**config.mk**
```make
export PLATFORM = sky130hd
export DESIGN_NAME = writeback_stage
export DESIGN_NICKNAME = d
export VERILOG_FILES = /design/src/rtl/mips_pkg.sv /design/src/rtl/writeback_stage_load_formatter.sv /design/src/rtl/writeback_stage.sv
export SDC_FILE = /design/constraint.sdc
export NUM_CORES = 1
export LEC_CHECK = 0
export ABC_AREA = 1
export ABC_CLOCK_PERIOD_IN_PS = 1700
export CAP_MARGIN = 15
export CORE_ASPECT_RATIO = 1.1
export CORE_MARGIN = 4
export CORE_UTILIZATION = 25
export DETAILED_ROUTE_END_ITERATION = 6
export DONT_BUFFER_PORTS = 1
export HOLD_SLACK_MARGIN = 0.06
export PLACE_DENSITY = 0.42
export SLEW_MARGIN = 25
export SYNTH_ARGS = -nofsm -noshare
export SYNTH_HDL_FRONTEND = slang
export SYNTH_HIERARCHICAL = 1
export SYNTH_SLANG_ARGS = --single-unit
```
**constraint.sdc**
```tcl
create_clock -name i_CLK -period 1.7 [get_ports i_CLK]
set_clock_uncertainty 0.15 [all_clocks]
set_input_delay 0.17 -clock i_CLK [delete_from_list [all_inputs] [get_ports i_CLK]]
set_output_delay 0.17 -clock i_CLK [all_outputs]
set_load 0.01 [all_outputs]
```
**src/rtl/mips_pkg.sv**
```systemverilog
// Shared definitions for the MIPS pipeline slice: load access-size encodings
// and the default datapath/register-file widths.
package mips_pkg;

    localparam int DEFAULT_DATA_WIDTH    = 32;
    localparam int DEFAULT_RF_ADDR_WIDTH = 5;

    // The 2'b11 encoding is not a real access size; it behaves as a word.
    typedef enum logic [1:0] {
        SEL_WORD     = 2'b00,
        SEL_HALF     = 2'b01,
        SEL_BYTE     = 2'b10,
        SEL_WORD_ALT = 2'b11
    } ram_sel_e;

endpackage

```
**src/rtl/writeback_stage_load_formatter.sv**
```systemverilog
// Combinational little-endian load formatter: extracts the addressed byte or
// half from the RAM word, sign/zero-extends it and flags misaligned loads.
module load_formatter
    import mips_pkg::*;
#(
    parameter int DATA_WIDTH = DEFAULT_DATA_WIDTH
) (
    input  logic [DATA_WIDTH-1:0] read_data,
    input  logic [1:0]            byte_addr,
    input  logic [1:0]            ram_sel,
    input  logic                  load_unsigned,
    input  logic                  mem_to_reg,
    input  logic                  valid,
    output logic [DATA_WIDTH-1:0] formatted,
    output logic                  misalign
);

    ram_sel_e   sel;
    logic [7:0]  byte_val;
    logic [15:0] half_val;

    assign sel = ram_sel_e'(ram_sel);

    always_comb begin
        byte_val = 8'h00;
        case (byte_addr)
            2'd0:    byte_val = read_data[7:0];
            2'd1:    byte_val = read_data[15:8];
            2'd2:    byte_val = read_data[23:16];
            default: byte_val = read_data[31:24];
        endcase
        half_val = byte_addr[1] ? read_data[31:16] : read_data[15:0];

        formatted = read_data;
        misalign  = 1'b0;
        case (sel)
            SEL_BYTE: begin
                formatted = {{(DATA_WIDTH-8){byte_val[7] & ~load_unsigned}}, byte_val};
            end
            SEL_HALF: begin
                formatted = {{(DATA_WIDTH-16){half_val[15] & ~load_unsigned}}, half_val};
                misalign  = byte_addr[0];
            end
            default: begin
                misalign = (byte_addr != 2'b00);
            end
        endcase

        // Only a live load can be misaligned; ALU results reuse the address bus freely.
        if (!(mem_to_reg && valid)) begin
            misalign = 1'b0;
        end
    end

endmodule

```
**src/rtl/writeback_stage.sv**
```systemverilog
// Memory-to-writeback pipeline register with load formatting, register-file
// write qualification and a retired-instruction counter.
module writeback_stage
    import mips_pkg::*;
#(
    parameter int DATA_WIDTH    = DEFAULT_DATA_WIDTH,
    parameter int RF_ADDR_WIDTH = DEFAULT_RF_ADDR_WIDTH
) (
    input  logic                     i_CLK,
    input  logic                     i_RST_n,
    input  logic [DATA_WIDTH-1:0]    i_ReadDataM,
    input  logic [DATA_WIDTH-1:0]    i_ALUOutM,
    input  logic [RF_ADDR_WIDTH-1:0] i_WriteRegM,
    input  logic                     i_RegWriteM,
    input  logic                     i_MemtoRegM,
    input  logic                     i_LoadUnsignedM,
    input  logic                     i_ValidM,
    input  logic [1:0]               i_RAM_selM,
    input  logic                     i_StallW,
    input  logic                     i_FlushW,
    output logic [DATA_WIDTH-1:0]    o_ReadDataW,
    output logic [DATA_WIDTH-1:0]    o_ResultW,
    output logic [RF_ADDR_WIDTH-1:0] o_WriteRegW,
    output logic                     o_RegWriteW,
    output logic                     o_ValidW,
    output logic                     o_MisalignW,
    output logic [31:0]              o_RetiredCountW
);

    logic [DATA_WIDTH-1:0]    load_data;
    logic                     misalign;
    logic                     reg_write_next;

    logic [DATA_WIDTH-1:0]    read_data_q;
    logic [DATA_WIDTH-1:0]    alu_out_q;
    logic [RF_ADDR_WIDTH-1:0] write_reg_q;
    logic                     reg_write_q;
    logic                     mem_to_reg_q;
    logic                     valid_q;
    logic                     misalign_q;
    logic [31:0]              retired_count;

    load_formatter #(
        .DATA_WIDTH(DATA_WIDTH)
    ) u_load_formatter (
        .read_data    (i_ReadDataM),
        .byte_addr    (i_ALUOutM[1:0]),
        .ram_sel      (i_RAM_selM),
        .load_unsigned(i_LoadUnsignedM),
        .mem_to_reg   (i_MemtoRegM),
        .valid        (i_ValidM),
        .formatted    (load_data),
        .misalign     (misalign)
    );

    // Writes to $zero and faulting loads must never reach the register file.
    assign reg_write_next = i_RegWriteM & i_ValidM & ~misalign & (i_WriteRegM != '0);

    always_ff @(posedge i_CLK or negedge i_RST_n) begin
        if (!i_RST_n) begin
            read_data_q   <= '0;
            alu_out_q     <= '0;
            write_reg_q   <= '0;
            reg_write_q   <= 1'b0;
            mem_to_reg_q  <= 1'b0;
            valid_q       <= 1'b0;
            misalign_q    <= 1'b0;
            retired_count <= '0;
        end else if (i_FlushW) begin
            read_data_q   <= '0;
            alu_out_q     <= '0;
            write_reg_q   <= '0;
            reg_write_q   <= 1'b0;
            mem_to_reg_q  <= 1'b0;
            valid_q       <= 1'b0;
            misalign_q    <= 1'b0;
        end else if (!i_StallW) begin
            read_data_q   <= load_data;
            alu_out_q     <= i_ALUOutM;
            write_reg_q   <= i_WriteRegM;
            reg_write_q   <= reg_write_next;
            mem_to_reg_q  <= i_MemtoRegM;
            valid_q       <= i_ValidM;
            misalign_q    <= misalign;
            if (i_ValidM && !misalign) begin
                retired_count <= retired_count + 32'd1;
            end
        end
    end

    assign o_ReadDataW     = read_data_q;
    assign o_ResultW       = mem_to_reg_q ? read_data_q : alu_out_q;
    assign o_WriteRegW     = write_reg_q;
    assign o_RegWriteW     = reg_write_q;
    assign o_ValidW        = valid_q;
    assign o_MisalignW     = misalign_q;
    assign o_RetiredCountW = retired_count;

endmodule

```
==> results.md <==
- Area Growth Syn to Fin: 38.94%
- Final Max Tran Viols: 0
- Hold Fails Final Rpt: ~110
- Most frequent cells in the layout: nand2_1, dfrtp_1, dlygate4sd3_1, buf_4, nand3_1
- Clock Latency Late Sink: ~0.35 ns
- Total clock sinks: 105
- Drt total wl: approximately 21,000 um
- Post-Place Cell Area: approximately 0.0065 mm^2
- RD Place Congestion: 0.8145
- Register area: 0.002638 mm^2
- Period minus WS final: 1.665 ns
- Power Density: 782.8 mW/mm^2
- Main synth FF type: dfrtp_1
- Setup TNS: 0 ns
- Post-synthesis cell count: 786
- Worst Setup Slack, final: 0.03537 ns
- FILL cells: 2,371
- DIE AREA: 0.02541 mm^2
- Io pins: ~180
- Detailed-route via count: 5,537
- WHS: -0.6453 ns
- Worst Path Arrival: between 1 and 1.5 ns
- Die height: around 170 um
- Final setup violation count: 0
- Detailed placement HPWL: 14,370 um
- Port Buffers: 0
- Non-filler cells, final: 1,234
- Cell variety after synth: 33
- Initial antenna violation count: 1
- DRT antenna net count: 0
- Synth Area in Simple Gates: 0.3357
- Core area: 0.02232 mm^2
- Worst hold path class: input pin to asynchronous set/reset pin
- Vias in the first global route: 5,670
- Critical Path Sink Type: output pin
- Asr flop ratio synth: 1.000
- Adder-Cell Fraction of Synth Area: 0.006552
- # rows: 57
- Synth Area in XOR/XNOR: 0.03341
- Die Width: 152.3 um
- Peak VDD IR: between 0.4 and 0.5 mV
- F_max: roughly 600 MHz
- Post-synthesis mux area share: 0
- Vias/cell: 4.487
- RSZ-0062 raised after global routing: yes
- Mapped Nets: 868
- Starting Density: 0.2567
- CTS tree: done
- Crit path max-delay family: flip-flops
- Dpl cells: 1,112
- Final period util: 0.9792
- Critical path buffers and inverters: 1
- Number of synthesized flops with an enable pin: 0
- Critical path's largest stage delay: 0.44 ns
- Final #Nets: ~1,000
- CP Max Fanout: 42
- Syn_area_per_cell: about 7.3 um^2
- Outcome: complete, but fails checks
- Post-synthesis sequential area ratio: 0.4586
- CP max-delay cell: dfrtp_2
- Largest family of logic cells by synthesized area: simple AND/OR/NAND/NOR gates
- Critical Path RT: approximately 1.4 ns
- Total GRT Usage: 0.1664
- Total grt overflow: 0
- Htree depth: 3
- Most common cell after layout, fill and taps aside: nand2_1
- Clock slew at reported path FFs: 0.08 ns
- Pre-CTS WS: -0.2182 ns
- Post-route DRC: 0
- Root buf cell: clkbuf_16
- CP Class: flop to output pin
- Cell Chain, Critical Path: buf_12, o21ai_0
- First-pass GRT wire length: around 34,000 um
- Largest net degree at the start of global routing: 106
- Clock Path Buffers: 2
- Design Area, Final: 0.007960 mm^2
- Compound-Gate Fraction of Synth Area: 0.08430
- Pleak: 0.003849 uW
- Starting DRC count in detailed routing: 246
- FF+latch count, synth: 105
- Inserted Clock Buffers: 9
- Crit path launch type: flop
- YS warnings: 6
- Max Cap Viol: 0
- WL per Instance: between 15 and 20 um
- Tightest Pin Transition: ~0.50 ns
- Mapped Area: 0.005729 mm^2
- Multi-input logic area: between 0.002 and 0.003 mm^2
- Layout cells sized above 1: 0.1567
- DR pass1 iterations: 5
- Failing checks: hold timing
- Worst slew margin: 0.6654
-- routing by layer --
metal	global-route usage	wire length, um	share of wire
met5	0	0	0
met4	0.04183	285	0.013
met3	0.04153	1178	0.055
met2	0.2747	10090	0.47
met1	0.2194	9691	0.46
-- power by group --
part | switching (uW) | internal (uW)
Combinational | 595 | 491
Clock | 1040 | 1300
Sequential | 151 | 2650
Total | 1790 | 4440
-- layout make-up --
class	count	share of cell area
Inverter	73	0.03505
Multi-Input combinational cell	570	0.3431
Clock buffer	10	0.02876
Timing Repair Buffer	174	0.2037
Sequential cell	105	0.3313
Antenna cell	1	0.0003144
Clock inverter	6	0.01132
Tap cell	295	0.04637
-- sequential cells by signal (all words and copies together) (netlist names) --
signal	count
mem_to_reg_q	1
o_ValidW	1
o_RetiredCountW	32
alu_out_q	32
o_MisalignW	1
o_RegWriteW	1
o_WriteRegW	5
o_ReadDataW	32
-- path summary, 6_finish.rpt --
kind	endpoint	start	depth (start not counted)	slack (ns)
max reg2reg	o_RetiredCountW[14]$_DFFE_PN0P_	o_RetiredCountW[1]$_DFFE_PN0P_	9	0.08
max in group asynchronous	alu_out_q[4]$_DFFE_PN0P_	i_RST_n	0	1.89
min	alu_out_q[14]$_DFFE_PN0P_	i_RST_n	0	-0.65
min reg2reg	o_RetiredCountW[3]$_DFFE_PN0P_	o_RetiredCountW[3]$_DFFE_PN0P_	1	0.36
min in group i_CLK	o_ReadDataW[5]$_DFFE_PN0P_	i_ReadDataM[21]	6	0.05
max	o_ResultW[14]	mem_to_reg_q$_DFFE_PN0P_	2	0.04
-- per-stage QoR --
step / power (uW) / hold WS, ns / util
2_1_floorplan: 3369 / -0.2756 / -
3_3_place_gp: 3667 / -0.2707 / 0.2898
3_5_place_dp: 3664 / -0.2705 / 0.2898
4_1_cts: 6272 / -0.6636 / 0.3465
5_1_grt: 6566 / -0.6714 / 0.3566
6_report: 6231 / -0.6453 / 0.3566
-- timing repair --
action,in CTS,in global routing
resized for setup,7,46
setup buffers,0,12
hold buffers,92,1
endpoints found under the setup margin,25,51
pin swaps,0,7
hold endpoints to repair,190,106
-- kinds of logic after synthesis --
kind of cell             Yosys count
AO/OA/AOI/OAI                     94
AND/OR/NAND/NOR                  452
buffers and inverters            111
adder cells (fa/ha/maj)            3
flip-flops                       105
XOR/XNOR                          21
-- synth_stat cells, types with 2 or more instances --
library cell / number / area, um^2
nor2_4: 4 / 45.04
o21ai_0: 73 / 365.4
a21oi_1: 16 / 80.08
nor2_1: 45 / 168.9
inv_1: 69 / 259.0
buf_1: 6 / 22.52
buf_2: 7 / 35.03
o21bai_1: 2 / 15.01
dfrtp_1: 105 / 2628
nand4_1: 10 / 62.56
inv_2: 3 / 11.26
ha_1: 3 / 37.54
clkbuf_1: 19 / 71.32
nand2_2: 4 / 25.02
and2_1: 3 / 18.77
nand3_2: 4 / 40.04
nor3_1: 2 / 10.01
buf_6: 5 / 56.30
nor2_2: 4 / 25.02
nand3_1: 72 / 360.4
nand2_1: 300 / 1126
xor2_1: 7 / 61.31
xnor2_1: 13 / 113.9
-- worst register-to-register path, cell delays in order (launching register included) --
cell and delay [ns]:
dfrtp_1 0.39, ha_2 0.21, inv_2 0.04, nor2_2 0.07
buf_4 0.14, nand3_4 0.08, nor2_4 0.14, buf_4 0.12
nand2_2 0.06, xnor2_2 0.13
No activity file was read; power rests on OpenSTA's default activity.
